[src/rtl/uart_tx_seq.sv]
// Buffered byte sender for uart_tx: FIFO in front, one tx_start per byte,
// start-up hold-off after reset and a sticky overflow flag.
module uart_tx_seq #(
  parameter int WIDTH        = 8,
  parameter int DEPTH        = 16,
  parameter int HOLDOFF      = 20,
  parameter int BUSY_TIMEOUT = 4
) (
  input  logic                       clk,
  input  logic                       rst,
  input  logic                       wr_en,
  input  logic [WIDTH-1:0]           wr_data,
  output logic                       full,
  output logic [$clog2(DEPTH+1)-1:0] count,
  output logic                       overflow,
  output logic [WIDTH-1:0]           tdata,
  output logic                       tx_start,
  input  logic                       tx_busy,
  output logic                       idle
);

  localparam int AW = $clog2(DEPTH);
  localparam int CW = $clog2(DEPTH + 1);
  localparam int HW = (HOLDOFF > 0) ? $clog2(HOLDOFF + 1) : 1;
  localparam int TW = (BUSY_TIMEOUT > 1) ? $clog2(BUSY_TIMEOUT) : 1;

  typedef enum logic [1:0] {
    S_IDLE,
    S_START,
    S_WAIT_BUSY,
    S_WAIT_DONE
  } state_t;

  logic [WIDTH-1:0] mem [DEPTH];

  state_t           state_q, state_d;
  logic [AW-1:0]    wr_ptr_q, wr_ptr_d;
  logic [AW-1:0]    rd_ptr_q, rd_ptr_d;
  logic [CW-1:0]    count_q, count_d;
  logic [HW-1:0]    hcnt_q, hcnt_d;
  logic [TW-1:0]    tmo_q, tmo_d;
  logic [WIDTH-1:0] tdata_q, tdata_d;
  logic             tx_start_q, tx_start_d;
  logic             overflow_q, overflow_d;
  logic             accept;
  logic             pop;
  logic             holdoff_done;

  assign full     = (count_q == CW'(DEPTH));
  assign count    = count_q;
  assign overflow = overflow_q;
  assign tdata    = tdata_q;
  assign tx_start = tx_start_q;
  assign idle     = (state_q == S_IDLE) && (count_q == '0) && holdoff_done;

  always_comb begin
    holdoff_done = (hcnt_q == HW'(HOLDOFF));
    accept       = wr_en && !full;
    pop          = 1'b0;
    state_d      = state_q;
    tmo_d        = tmo_q;
    tdata_d      = tdata_q;
    tx_start_d   = 1'b0;
    hcnt_d       = holdoff_done ? hcnt_q : hcnt_q + HW'(1);
    // Acceptance looks only at full before this edge, so a same-edge pop cannot rescue a write.
    overflow_d   = overflow_q | (wr_en & full);

    case (state_q)
      S_IDLE: begin
        // Never start into a transmitter that still reports busy.
        if (holdoff_done && (count_q != '0) && !tx_busy) begin
          state_d    = S_START;
          pop        = 1'b1;
          tdata_d    = mem[rd_ptr_q];
          tx_start_d = 1'b1;
        end
      end
      S_START: begin
        state_d = S_WAIT_BUSY;
        tmo_d   = '0;
      end
      S_WAIT_BUSY: begin
        if (tx_busy) begin
          state_d = S_WAIT_DONE;
        end else if (tmo_q == TW'(BUSY_TIMEOUT - 1)) begin
          state_d = S_IDLE;
        end else begin
          tmo_d = tmo_q + TW'(1);
        end
      end
      S_WAIT_DONE: begin
        if (!tx_busy) state_d = S_IDLE;
      end
      default: state_d = S_IDLE;
    endcase

    wr_ptr_d = wr_ptr_q + AW'(accept);
    rd_ptr_d = rd_ptr_q + AW'(pop);
    case ({accept, pop})
      2'b10:   count_d = count_q + CW'(1);
      2'b01:   count_d = count_q - CW'(1);
      default: count_d = count_q;
    endcase
  end

  // Storage carries no reset; validity is tracked by the pointers and count.
  always_ff @(posedge clk) begin
    if (accept) mem[wr_ptr_q] <= wr_data;
  end

  always_ff @(posedge clk or posedge rst) begin
    if (rst) begin
      state_q    <= S_IDLE;
      wr_ptr_q   <= '0;
      rd_ptr_q   <= '0;
      count_q    <= '0;
      hcnt_q     <= '0;
      tmo_q      <= '0;
      tdata_q    <= '0;
      tx_start_q <= 1'b0;
      overflow_q <= 1'b0;
    end else begin
      state_q    <= state_d;
      wr_ptr_q   <= wr_ptr_d;
      rd_ptr_q   <= rd_ptr_d;
      count_q    <= count_d;
      hcnt_q     <= hcnt_d;
      tmo_q      <= tmo_d;
      tdata_q    <= tdata_d;
      tx_start_q <= tx_start_d;
      overflow_q <= overflow_d;
    end
  end

endmodule

[config.mk]
export PLATFORM = sky130hd
export DESIGN_NAME = uart_tx_seq
export DESIGN_NICKNAME = d
export VERILOG_FILES = /design/src/rtl/uart_tx_seq.sv
export SDC_FILE = /design/constraint.sdc
export NUM_CORES = 1
export LEC_CHECK = 0
export BUFFER_PORTS_ARGS = -buffer_cell sky130_fd_sc_hd__clkbuf_2
export CORE_ASPECT_RATIO = 0.75
export CORE_MARGIN = 2
export CORE_UTILIZATION = 45
export CTS_CLUSTER_DIAMETER = 40
export CTS_CLUSTER_SIZE = 8
export DETAILED_ROUTE_END_ITERATION = 6
export GPL_TIMING_DRIVEN = 0
export PLACE_DENSITY = 0.69
export SLEW_MARGIN = 20
export SYNTH_ARGS = -nofsm -noshare
export SYNTH_HDL_FRONTEND = slang
export SYNTH_SLANG_ARGS = --single-unit
[constraint.sdc]
create_clock -name clk -period 2.8 [get_ports clk]
set_input_delay 0.56 -clock clk [delete_from_list [all_inputs] [get_ports clk]]
set_output_delay 0.56 -clock clk [all_outputs]
set_load 0.02 [all_outputs]
==> metrics.txt, run 1 <==
Max Slew Vio Count=0; Seq/Total Area, Yosys=0.719; port bufs=28; global route overflow=0; fill cell count=1076; routed via count=3274; core area=13900 um2; final worst slack=0.138 ns; setup tns final=0 ns; Final Hold Viols=0; CP max-delay cell=or4_4; Clock Skew=0.00676 ns; highest metal used=met4; Synth cell types=41; count leader, synth=edfxtp_1; dpl ws=-0.145 ns; CP cell instances=or4_4 -> o211a_1 -> buf_6 -> buf_12 -> ha_4 -> xor2_2 -> ha_2 -> and3b_1 -> o21ai_1 -> a31oi_1 -> xor2_1; WS Path Type=register to register; worst-margin pin slew=1.00 ns; WP data arrival=3.00 ns; Longest Clk Path Bufs=2; Synth top area share=0.595; share of cells above drive strength 1=0.344; Pwr Total=0.00776 W; Critical Path Fanout Max=13; Max Cap Violations=0; vias in the first global route=3340; dpl hpwl=7.93 mm; critical path depth=11; Initial Utilization=0.465; Pre-antenna DRT Iters=4; later-pin clock latency in the skew report=0.42 ns; DRT antenna net count=0; Buf/Inv on CP=2; final count of negative-setup-slack endpoints=0; status=complete, no violations; WL met1=5.60 mm; hold crit path type=primary input to asynchronous set/reset pin; delay-heaviest family, CP=simple AND/OR/NAND/NOR gates; reg2reg start=count[0]; final critical-path share of the clock period=0.951; H-tree depth=4; leading cell types by count after synthesis=128 x edfxtp_1, 32 x dfrtp_1, 32 x mux4_2; Worst Path Required=3.14 ns; Final min period=2.66 ns; RSZ-0062 raised after global routing=true; VDD IR max=0.537 mV; Internal=0.00543 W; CP max stage delay=0.54 ns; post-layout net count=422; Syn. warnings=0; clock power share=0.309; FF-to-FF setup slack=0.14 ns; Die Area=15300 um2; GPL Wtd Cong=0.759; TritonCTS clock tree=yes; DRC=0; die width=142 um; ANT cells=0; top cells by area, synth=edfxtp_1 59%, dfrtp_1 12%, mux4_2 11%; CP Capture Type=register; die height=108 um; FF-to-FF End=count[4]; standard-cell rows=37; clock sinks=160; Crit. Startpoint=count[0]; number of enable flip-flop cells after synthesis=128; main flop type after synthesis=edfxtp_1; met2 routed WL=6.23 mm; wire per inst=21.9 um; total wire length=12.9 mm; Logic pwr share=0.283; Area growth syn-to-layout=16.5%; FMAX=376 MHz; synthesized area=6460 um2; design area=7530 um2; via-per-instance ratio=5.57; synthesized area per cell=18.6 um2; Synth Instances=348; Net Count, Synth=370; sequential power share=0.408; largest area contributor in the netlist=edfxtp_1; Placement Cell Area=6870 um2; largest net degree at the start of global routing=33; pwr dens=1030 nW/um2; CTS Buf Count=17; Psw=0.00233 W; Iter 0 DRT Violations=413; Pleak=2.61 nW; Switching Fraction=0.300; Reg2Reg Depth=11; Clk pin slew, worst setup/hold paths=0.06 ns; Seq cells post-synth=160; Slew headroom=0.330; Top Ports=29; initial antenna violation count=0; ys async rst share=0.200; CP startpoint kind=register; crit path capture=count[4]; first-pass GRT wire length=19.8 mm; clock root buffer=clkbuf_16; metal3 WL=938 um; Total GRT Usage=0.185; final hold slack=0.232 ns
how the worst min path moves through the flow:
stage	start	slack, ns	endpoint	cells past startpoint
2_1_floorplan	hcnt_q[4]	0.46	hcnt_q[4]	1
3_3_place_gp	overflow	0.44	overflow	1
3_5_place_dp	overflow	0.45	overflow	1
4_1_cts	rst	0.25	tmo_q[0]	2
5_1_grt	rst	0.28	tmo_q[0]	2
6_report	rst	0.23	tmo_q[1]	2
worst reg2reg max path, stage by stage (launching register included):
cell and delay [ns]:
dfrtp_2 0.41, or4_4 0.54, o211a_1 0.24, buf_6 0.12, buf_12 0.14, ha_4 0.18, xor2_2 0.16, ha_2 0.21
and3b_1 0.15, o21ai_1 0.06, a31oi_1 0.19, xor2_1 0.17
power groups by stage:
stage	registers [W]	clock network [W]	logic, W
2_1_floorplan	0.00327	0	0.00145
3_3_place_gp	0.00318	0	0.00210
3_5_place_dp	0.00320	0	0.00216
4_1_cts	0.00316	0.00242	0.00222
5_1_grt	0.00319	0.00252	0.00240
6_report	0.00316	0.00240	0.00220
flip-flops by register name (all words and copies together) (netlist names):
signal and flops:
mem 128, tmo_q 2, count 5, tx_start 1, hcnt_q 5, overflow 1
rd_ptr_q 4, tdata 8, state_q 2, wr_ptr_q 4
layout by cell type (no fill, tap or decap), types with 3 or more instances in the layout:
master / synthesis / routed
dfrtp_1: 32 / 28
edfxtp_1: 128 / 128
dfrtp_2: 0 / 4
ha_1: 10 / 8
nand2_1: 6 / 6
buf_4: 1 / 8
nor3_1: 7 / 3
clkbuf_2: 0 / 28
a21oi_2: 8 / 8
clkbuf_1: 5 / 7
nor2_1: 18 / 15
nand2b_1: 4 / 4
xnor2_1: 6 / 6
buf_6: 4 / 3
a21o_1: 4 / 4
xor2_1: 8 / 7
buf_2: 5 / 5
a21oi_1: 3 / 3
mux2_2: 9 / 9
buf_1: 4 / 4
bufinv_16: 0 / 4
nor2_2: 0 / 3
o21ai_0: 4 / 3
nand3b_1: 3 / 3
o22ai_1: 17 / 17
clkinv_2: 0 / 3
nand3_1: 5 / 5
mux4_2: 32 / 32
clkbuf_16: 0 / 17
nor3_2: 0 / 4
layer usage:
layer | vias to the layer above | GRT usage
met2 | 88 | 0.277
met5 | - | 0
met4 | 0 | 0.0608
met3 | 7 | 0.0436
met1 | 1687 | 0.269
li1 | 1492 | -
final cells by class:
class / instances / area (um2) / area share
clock buffers: 21 / 450 / 0.0598
clock inverters: 11 / 163 / 0.0216
flip-flops and latches: 160 / 4650 / 0.618
multi-input cells: 164 / 1720 / 0.229
well taps: 175 / 219 / 0.0291
repair buffers: 36 / 200 / 0.0266
plain buffers: 17 / 109 / 0.0145
inverters: 4 / 15.0 / 0.00199
what timing repair did:
item	in CTS	in global routing
buffers inserted	6	2
setup endpoints to repair	2	17
gates resized for setup	3	3
hold buffers	0	0
pin swaps	5	0
metrics by stage:
stage	utilization	instances
2_1_floorplan	-	348
3_3_place_gp	0.493	551
3_5_place_dp	0.495	551
4_1_cts	0.540	586
5_1_grt	0.542	588
6_report	0.542	588
kinds of logic (layout without fill, tap and decap cells):
kind of cell	count (synthesis)	after routing	share of synthesized area
multiplexers	41	41	0.127
buffers and inverters	24	89	0.0227
AND/OR/NAND/NOR	55	55	0.0447
flip-flops	160	160	0.719
XOR/XNOR	14	14	0.0190
adder cells (fa/ha/maj)	10	10	0.0194
AO/OA/AOI/OAI	44	44	0.0484
Power figures use the tool's default switching activity.
==> run 2, diff against run 1 <==
--- a/config.mk
+++ b/config.mk
@@ -14,6 +14,7 @@
 export DETAILED_ROUTE_END_ITERATION = 6
 export GPL_TIMING_DRIVEN = 0
 export PLACE_DENSITY = 0.69
+export REMOVE_ABC_BUFFERS = 1
 export SLEW_MARGIN = 20
 export SYNTH_ARGS = -nofsm -noshare
 export SYNTH_HDL_FRONTEND = slang
==> run 2 against run 1 <==
Sequential share of layout area increased by 1.6 points; non-clock buffer count down 23; clock power fell by 9.6%; worst setup slack gained 0.030 ns; utilization fell by 1.4 points; worst hold slack worse by 0.0040 ns; clock-buffer cell count down 2; critical path depth decreased by 2; die area unchanged; final area shrank 2.5%; via count is 2.5% lower; global-route usage fell by 0.78 points; critical path type unchanged.
==> metrics.txt, run 2 (same netlist as run 1, synthesis figures left out) <==
status=complete, no violations (unchanged); CP max-delay cell=or4_4 (unchanged); routed via count=3191 (was 3274); via-per-instance ratio=5.64 (was 5.57); pwr dens=1000 nW/um2 (was 1030 nW/um2); final count of negative-setup-slack endpoints=0 (unchanged); Buf/Inv on CP=0 (was 2); Area growth syn-to-layout=13.6% (was 16.5%); hold crit path type=primary input to asynchronous set/reset pin (unchanged); Max Slew Vio Count=0 (unchanged); die height=108 um (unchanged); Clk pin slew, worst setup/hold paths=0.06 ns (about the same); share of cells above drive strength 1=0.332 (was 0.344); clock sinks=160 (unchanged); Critical Path Most Common Cell=xor2_1; final critical-path share of the clock period=0.940 (was 0.951); design area=7340 um2 (was 7530 um2); Critical Path Fanout Max=9 (was 13); Die Area=15300 um2 (unchanged); Biggest register=mem (unchanged); initial antenna violation count=0 (unchanged); worst-margin pin slew=0.906 ns (was 1.00 ns); core area=13900 um2 (unchanged); WS Path Type=register to register (unchanged); TritonCTS clock tree=yes (unchanged); setup tns final=0 ns (unchanged); dpl hpwl=7.32 mm (was 7.93 mm); WP data arrival=2.93 ns (was 3.00 ns); fill cell count=1099 (was 1076); max reg flops=128 (unchanged); clock power share=0.296 (was 0.309); CP max stage delay=0.60 ns (was 0.54 ns); H-tree depth=4 (unchanged); CP cell instances=or4_4 -> o211a_4 -> ha_2 -> xor2_1 -> ha_1 -> and3b_1 -> o21ai_0 -> a31oi_1 -> xor2_1 (was or4_4 -> o211a_1 -> buf_6 -> buf_12 -> ha_4 -> xor2_2 -> ha_2 -> and3b_1 -> o21ai_1 -> a31oi_1 -> xor2_1); Internal=0.00504 W (was 0.00543 W); CP startpoint kind=register (unchanged); reg2reg start=count[0] (unchanged); largest net degree at the start of global routing=35 (was 33); Pleak=2.49 nW (was 2.61 nW); Switching Fraction=0.314 (was 0.300); FMAX=380 MHz (was 376 MHz); first-pass GRT wire length=18.9 mm (was 19.8 mm); VDD IR max=0.495 mV (was 0.537 mV); ANT cells=0 (unchanged); Initial Utilization=0.465 (unchanged); vias in the first global route=3194 (was 3340); sequential power share=0.467 (was 0.408); final hold slack=0.228 ns (was 0.232 ns); final design utilization=0.528 (was 0.542); Clock Skew=0.00728 ns (was 0.00676 ns); total wire length=12.3 mm (was 12.9 mm); DRC=0 (unchanged); FF-to-FF End=count[4] (unchanged); later-pin clock latency in the skew report=0.43 ns (was 0.42 ns); Seq. cell area=4650 um2 (about the same); most frequent cells in the layout=128 x edfxtp_1, 32 x mux4_2, 28 x dfrtp_1, 28 x clkbuf_2 (unchanged); critical path depth=9 (was 11); Longest Clk Path Bufs=2 (unchanged); Top Ports=29 (unchanged); clock root buffer=clkbuf_16 (unchanged); Reg2Reg Depth=9 (was 11); leading cell type in the layout, fill and taps excluded=edfxtp_1 (unchanged); DRT antenna net count=0 (unchanged); Psw=0.00230 W (was 0.00233 W); FF-to-FF setup slack=0.17 ns (was 0.14 ns); CP Capture Type=register (unchanged); wire per inst=21.8 um (was 21.9 um); GPL Wtd Cong=0.730 (was 0.759); port bufs=28 (unchanged); post-layout net count=400 (was 422); Slew headroom=0.394 (was 0.330); die width=142 um (unchanged); Max Cap Violations=0 (unchanged); delay-heaviest family, CP=simple AND/OR/NAND/NOR gates (unchanged); Pre-antenna DRT Iters=4 (unchanged); Logic pwr share=0.236 (was 0.283); standard-cell rows=37 (unchanged); global route overflow=0 (unchanged); Iter 0 DRT Violations=219 (was 413); Total GRT Usage=0.177 (was 0.185); Crit. Startpoint=count[0] (unchanged); multi-input logic area=1730 um2 (was 1720 um2); Placement Cell Area=6740 um2 (was 6870 um2); Worst Path Required=3.10 ns (was 3.14 ns); Final min period=2.63 ns (was 2.66 ns); Final Hold Viols=0 (unchanged); crit path capture=count[4] (unchanged); CTS Buf Count=17 (unchanged)
## run 2: area by class of cell
cell class / instances / share of cell area
Sequential cell: 160 / 0.634
Multi-Input combinational cell: 165 / 0.235
Clock buffer: 19 / 0.0590
Tap cell: 175 / 0.0298
Timing Repair Buffer: 30 / 0.0228
Clock inverter: 13 / 0.0172
Inverter: 4 / 0.00205
## run 2: power groups by stage
stage	combinational [W]	sequential, W	clock, W
2_1_floorplan	0.00112	0.00347	0
3_3_place_gp	0.00166	0.00347	0
3_5_place_dp	0.00172	0.00349	0
4_1_cts	0.00175	0.00344	0.00222
5_1_grt	0.00189	0.00351	0.00230
6_report	0.00174	0.00343	0.00217
## run 2: worst min-delay path by stage
stage	startpoint	endpoint	slack, ns	cells past startpoint
after floorplan	hcnt_q[4]	hcnt_q[4]	0.46	1
after global placement	overflow	overflow	0.44	1
after global routing	rst	hcnt_q[4]	0.30	2
final	rst	hcnt_q[4]	0.23	2
after detailed placement	overflow	overflow	0.45	1
after CTS	rst	hcnt_q[4]	0.26	2
## run 2: repair_timing
| item | 4_1_cts | 5_1_grt |
|---|---|---|
| setup endpoints to repair | 4 | 18 |
| endpoints found under the hold margin | 0 | 0 |
| gates cloned | 1 | 0 |
| gates resized for setup | 3 | 7 |
| hold buffers | 0 | 0 |
| setup buffers | 0 | 1 |
## run 2: layer usage
layer	part of all wire	wire length, um	vias to the layer above	global-route usage
met5	0	0	-	0
met4	0.014	175	0	0.0651
met3	0.090	1110	14	0.0440
met2	0.48	5940	109	0.268
met1	0.41	5120	1618	0.250
li1	-	-	1450	-
## run 2: metrics by stage
step | setup WS (ns) | cells | total power, W
2_1_floorplan | -0.149 | 328 | 0.00459
3_3_place_gp | -0.516 | 531 | 0.00513
3_5_place_dp | -0.592 | 532 | 0.00521
4_1_cts | 0.0278 | 565 | 0.00742
5_1_grt | -0.00367 | 566 | 0.00771
6_report | 0.169 | 566 | 0.00734
==> run 3, diff against run 2 <==
--- a/config.mk
+++ b/config.mk
@@ -5,6 +5,7 @@
 export SDC_FILE = /design/constraint.sdc
 export NUM_CORES = 1
 export LEC_CHECK = 0
+export ABC_AREA = 1
 export BUFFER_PORTS_ARGS = -buffer_cell sky130_fd_sc_hd__clkbuf_2
 export CORE_ASPECT_RATIO = 0.75
 export CORE_MARGIN = 2
==> run 3 against run 2 <==
Utilization is 0.13 points lower; final cell count rose by 67%; sequential share of layout area down 6.0 points; first-iteration DRC count grew to 2.6 times the previous value; die area is 10% higher.
==> metrics.txt, run 3 <==
status=complete, no violations (unchanged); first-pass GRT wire length=24.3 mm (was 18.9 mm); design area=8100 um2 (was 7340 um2); post-synthesis xor/xnor area fraction=0.0135 (was 0.0190); pwr dens=1010 nW/um2 (was 1000 nW/um2); leading cell type in the layout, fill and taps excluded=nand2_1 (was edfxtp_1); number of enable flip-flop cells after synthesis=128 (unchanged); CP cell instances=inv_1 -> ha_1 -> nand4_4 -> clkinv_2 -> nand2_2 -> nor2_4 -> nand2_4 -> clkinv_4 -> ha_4 -> nand2_1 -> inv_1 -> nor2_1 -> ha_1 -> a21o_1 -> nand3_1 -> nand2_1 -> nand2_1 -> nand2_1 -> nand2_1 -> nand2_1 (was or4_4 -> o211a_4 -> ha_2 -> xor2_1 -> ha_1 -> and3b_1 -> o21ai_0 -> a31oi_1 -> xor2_1); Area growth syn-to-layout=13.4% (was 13.6%); Placement Cell Area=7440 um2 (was 6740 um2); Critical Path Fanout Max=12 (was 9); CP max-delay cell=dfrtp_1 (was or4_4); final worst slack=0.257 ns (was 0.169 ns); CP startpoint kind=register (unchanged); via-per-instance ratio=5.02 (was 5.64); WP data arrival=2.87 ns (was 2.93 ns); Final Hold Viols=0 (unchanged); core area=15400 um2 (was 13900 um2); clock sinks=160 (unchanged); post-layout net count=747 (was 400); wire per inst=16.3 um (was 21.8 um); dpl hpwl=9.47 mm (was 7.32 mm); Die Area=16900 um2 (was 15300 um2); final critical-path share of the clock period=0.908 (was 0.940); vias in the first global route=4554 (was 3194); count leader, synth=nand2_1 (was edfxtp_1); total wire length=15.3 mm (was 12.3 mm); Clk pin slew, worst setup/hold paths=0.07 ns (was 0.06 ns); VDD IR max=0.577 mV (was 0.495 mV); Reg2Reg Depth=20 (was 9); die width=149 um (was 142 um); synthesized area=7140 um2 (was 6460 um2); Slew headroom=0.431 (was 0.394); later-pin clock latency in the skew report=0.43 ns (about the same); CP max stage delay=0.42 ns (was 0.60 ns); RSZ-0062 raised after global routing=false; Seq cells post-synth=160 (unchanged); routed via count=4730 (was 3191); main combinational cell family by area after synthesis=simple AND/OR/NAND/NOR gates (was multiplexers); ANT cells=0 (unchanged); Compound-Gate Fraction of Synth Area=0.00963 (was 0.0484); largest area contributor in the netlist=edfxtp_1 (unchanged); Pleak=3.60 nW (was 2.49 nW); hold crit path type=primary input to asynchronous set/reset pin (unchanged); Critical Path Most Common Cell=nand2_1 (was xor2_1); clock root buffer=clkbuf_16 (unchanged); dpl ws=0.118 ns (was -0.592 ns); final hold slack=0.227 ns (was 0.228 ns); Synth top area share=0.538 (was 0.595); most frequent cells in the layout=222 x nand2_1, 128 x edfxtp_1, 119 x inv_1 (was 128 x edfxtp_1, 32 x mux4_2, 28 x dfrtp_1, 28 x clkbuf_2); FMAX=393 MHz (was 380 MHz); share of cells above drive strength 1=0.121 (was 0.332); main flop type after synthesis=edfxtp_1 (unchanged); DRT antenna net count=0 (unchanged); Initial Utilization=0.465 (about the same); CP Capture Type=register (unchanged); adder-cell share of the synthesized area=0.0175 (was 0.0194); GPL Wtd Cong=0.808 (was 0.730); Hold-fix buffers, CTS=0 (unchanged); Syn. warnings=0 (unchanged); Clock Skew=0.0196 ns (was 0.00728 ns); final design utilization=0.527 (was 0.528); TritonCTS clock tree=yes (unchanged); CTS Buf Count=17 (unchanged); Synth Instances=704 (was 348); initial antenna violation count=0 (unchanged); Max Cap Violations=0 (unchanged); critical path depth=20 (was 9); Biggest register=mem (unchanged); standard-cell rows=39 (was 37); Final min period=2.54 ns (was 2.63 ns); synthesized area per cell=10.1 um2 (was 18.6 um2); Total GRT Usage=0.194 (was 0.177); Longest Clk Path Bufs=2 (unchanged); fill cell count=1323 (was 1099); die height=113 um (was 108 um); WS Path Type=register to register (unchanged); Worst Path Required=3.12 ns (was 3.10 ns); ys async rst share=0.200 (unchanged); global route overflow=0 (unchanged); largest net degree at the start of global routing=67 (was 35); Synth cell types=32 (was 41); Pre-antenna DRT Iters=7 (was 4); max reg flops=128 (unchanged); final count of negative-setup-slack endpoints=0 (unchanged); leading cell types by count after synthesis=222 x nand2_1, 128 x edfxtp_1, 120 x inv_1 (was 128 x edfxtp_1, 32 x dfrtp_1, 32 x mux4_2); H-tree depth=4 (unchanged); delay-heaviest family, CP=simple AND/OR/NAND/NOR gates (unchanged); Iter 0 DRT Violations=578 (was 219); post-synthesis mux area share=0.00140 (was 0.127); worst-margin pin slew=0.849 ns (was 0.906 ns); top cells by area, synth=edfxtp_1 54%, nand2_1 12%, dfrtp_1 11% (was edfxtp_1 59%, dfrtp_1 12%, mux4_2 11%); Max Slew Vio Count=0 (unchanged); Seq/Total Area, Yosys=0.650 (was 0.719); Buf/Inv on CP=4 (was 0); port bufs=28 (unchanged); Top Ports=29 (unchanged); DRC=0 (unchanged); Synth Area in Simple Gates=0.217 (was 0.0447)
==> run 3: path summary, 6_finish.rpt <==
| check | from | endpoint | slack [ns] |
|---|---|---|---|
| setup reg to reg | hcnt_q[0] | count[4] | 0.26 |
| hold / removal | rst | tdata[6] | 0.23 |
| min in group clk | wr_en | overflow | 0.37 |
| setup / recovery | hcnt_q[0] | count[4] | 0.26 |
| hold reg to reg | overflow | overflow | 0.47 |
| max in group asynchronous | rst | rd_ptr_q[0] | 2.05 |
==> run 3: timing repair <==
| item | in CTS | in global routing |
|---|---|---|
| setup buffers | 0 | 0 |
| resized for setup | 0 | 2 |
| endpoints found under the setup margin | 0 | 2 |
==> run 3: area by class of cell <==
class / instances / area (um2) / area share
timing repair buffer: 28 / 140 / 0.0173
multi-input combinational: 393 / 1950 / 0.240
tap: 205 / 256 / 0.0317
inverter: 125 / 478 / 0.0590
clock inverter: 14 / 203 / 0.0250
sequential: 160 / 4650 / 0.574
clock buffer: 18 / 429 / 0.0530
==> run 3: through the flow <==
stage / power [W] / std cells / setup TNS [ns]
final: 0.00817 / 943 / 0
after global routing: 0.00864 / 943 / 0
after CTS: 0.00817 / 943 / 0
after detailed placement: 0.00570 / 911 / 0
after global placement: 0.00560 / 911 / -9.76
after floorplan: 0.00483 / 678 / 0
==> run 3: layer usage <==
| metal | track usage | wire length (um) | part of all wire |
|---|---|---|---|
| met1 | 0.277 | 7310 | 0.48 |
| met4 | 0.0673 | 278 | 0.018 |
| met5 | 0 | 0 | 0 |
| met2 | 0.296 | 7110 | 0.46 |
| met3 | 0.0407 | 630 | 0.041 |
==> run 3: kinds of logic (layout without fill, tap and decap cells) <==
logic type,count (synthesis),after routing
AO/OA/AOI/OAI,12,12
XOR/XNOR,11,11
adder cells (fa/ha/maj),10,10
buffers and inverters,151,185
flip-flops,160,160
multiplexers,1,1
AND/OR/NAND/NOR,359,359
==> run 3: report_power, final <==
part	internal [W]	switching, W	leakage (nW)	total, W
logic	0.000705	0.00157	1.76	0.00228
clock network	0.00151	0.000961	0.300	0.00247
registers	0.00295	0.000481	1.54	0.00343
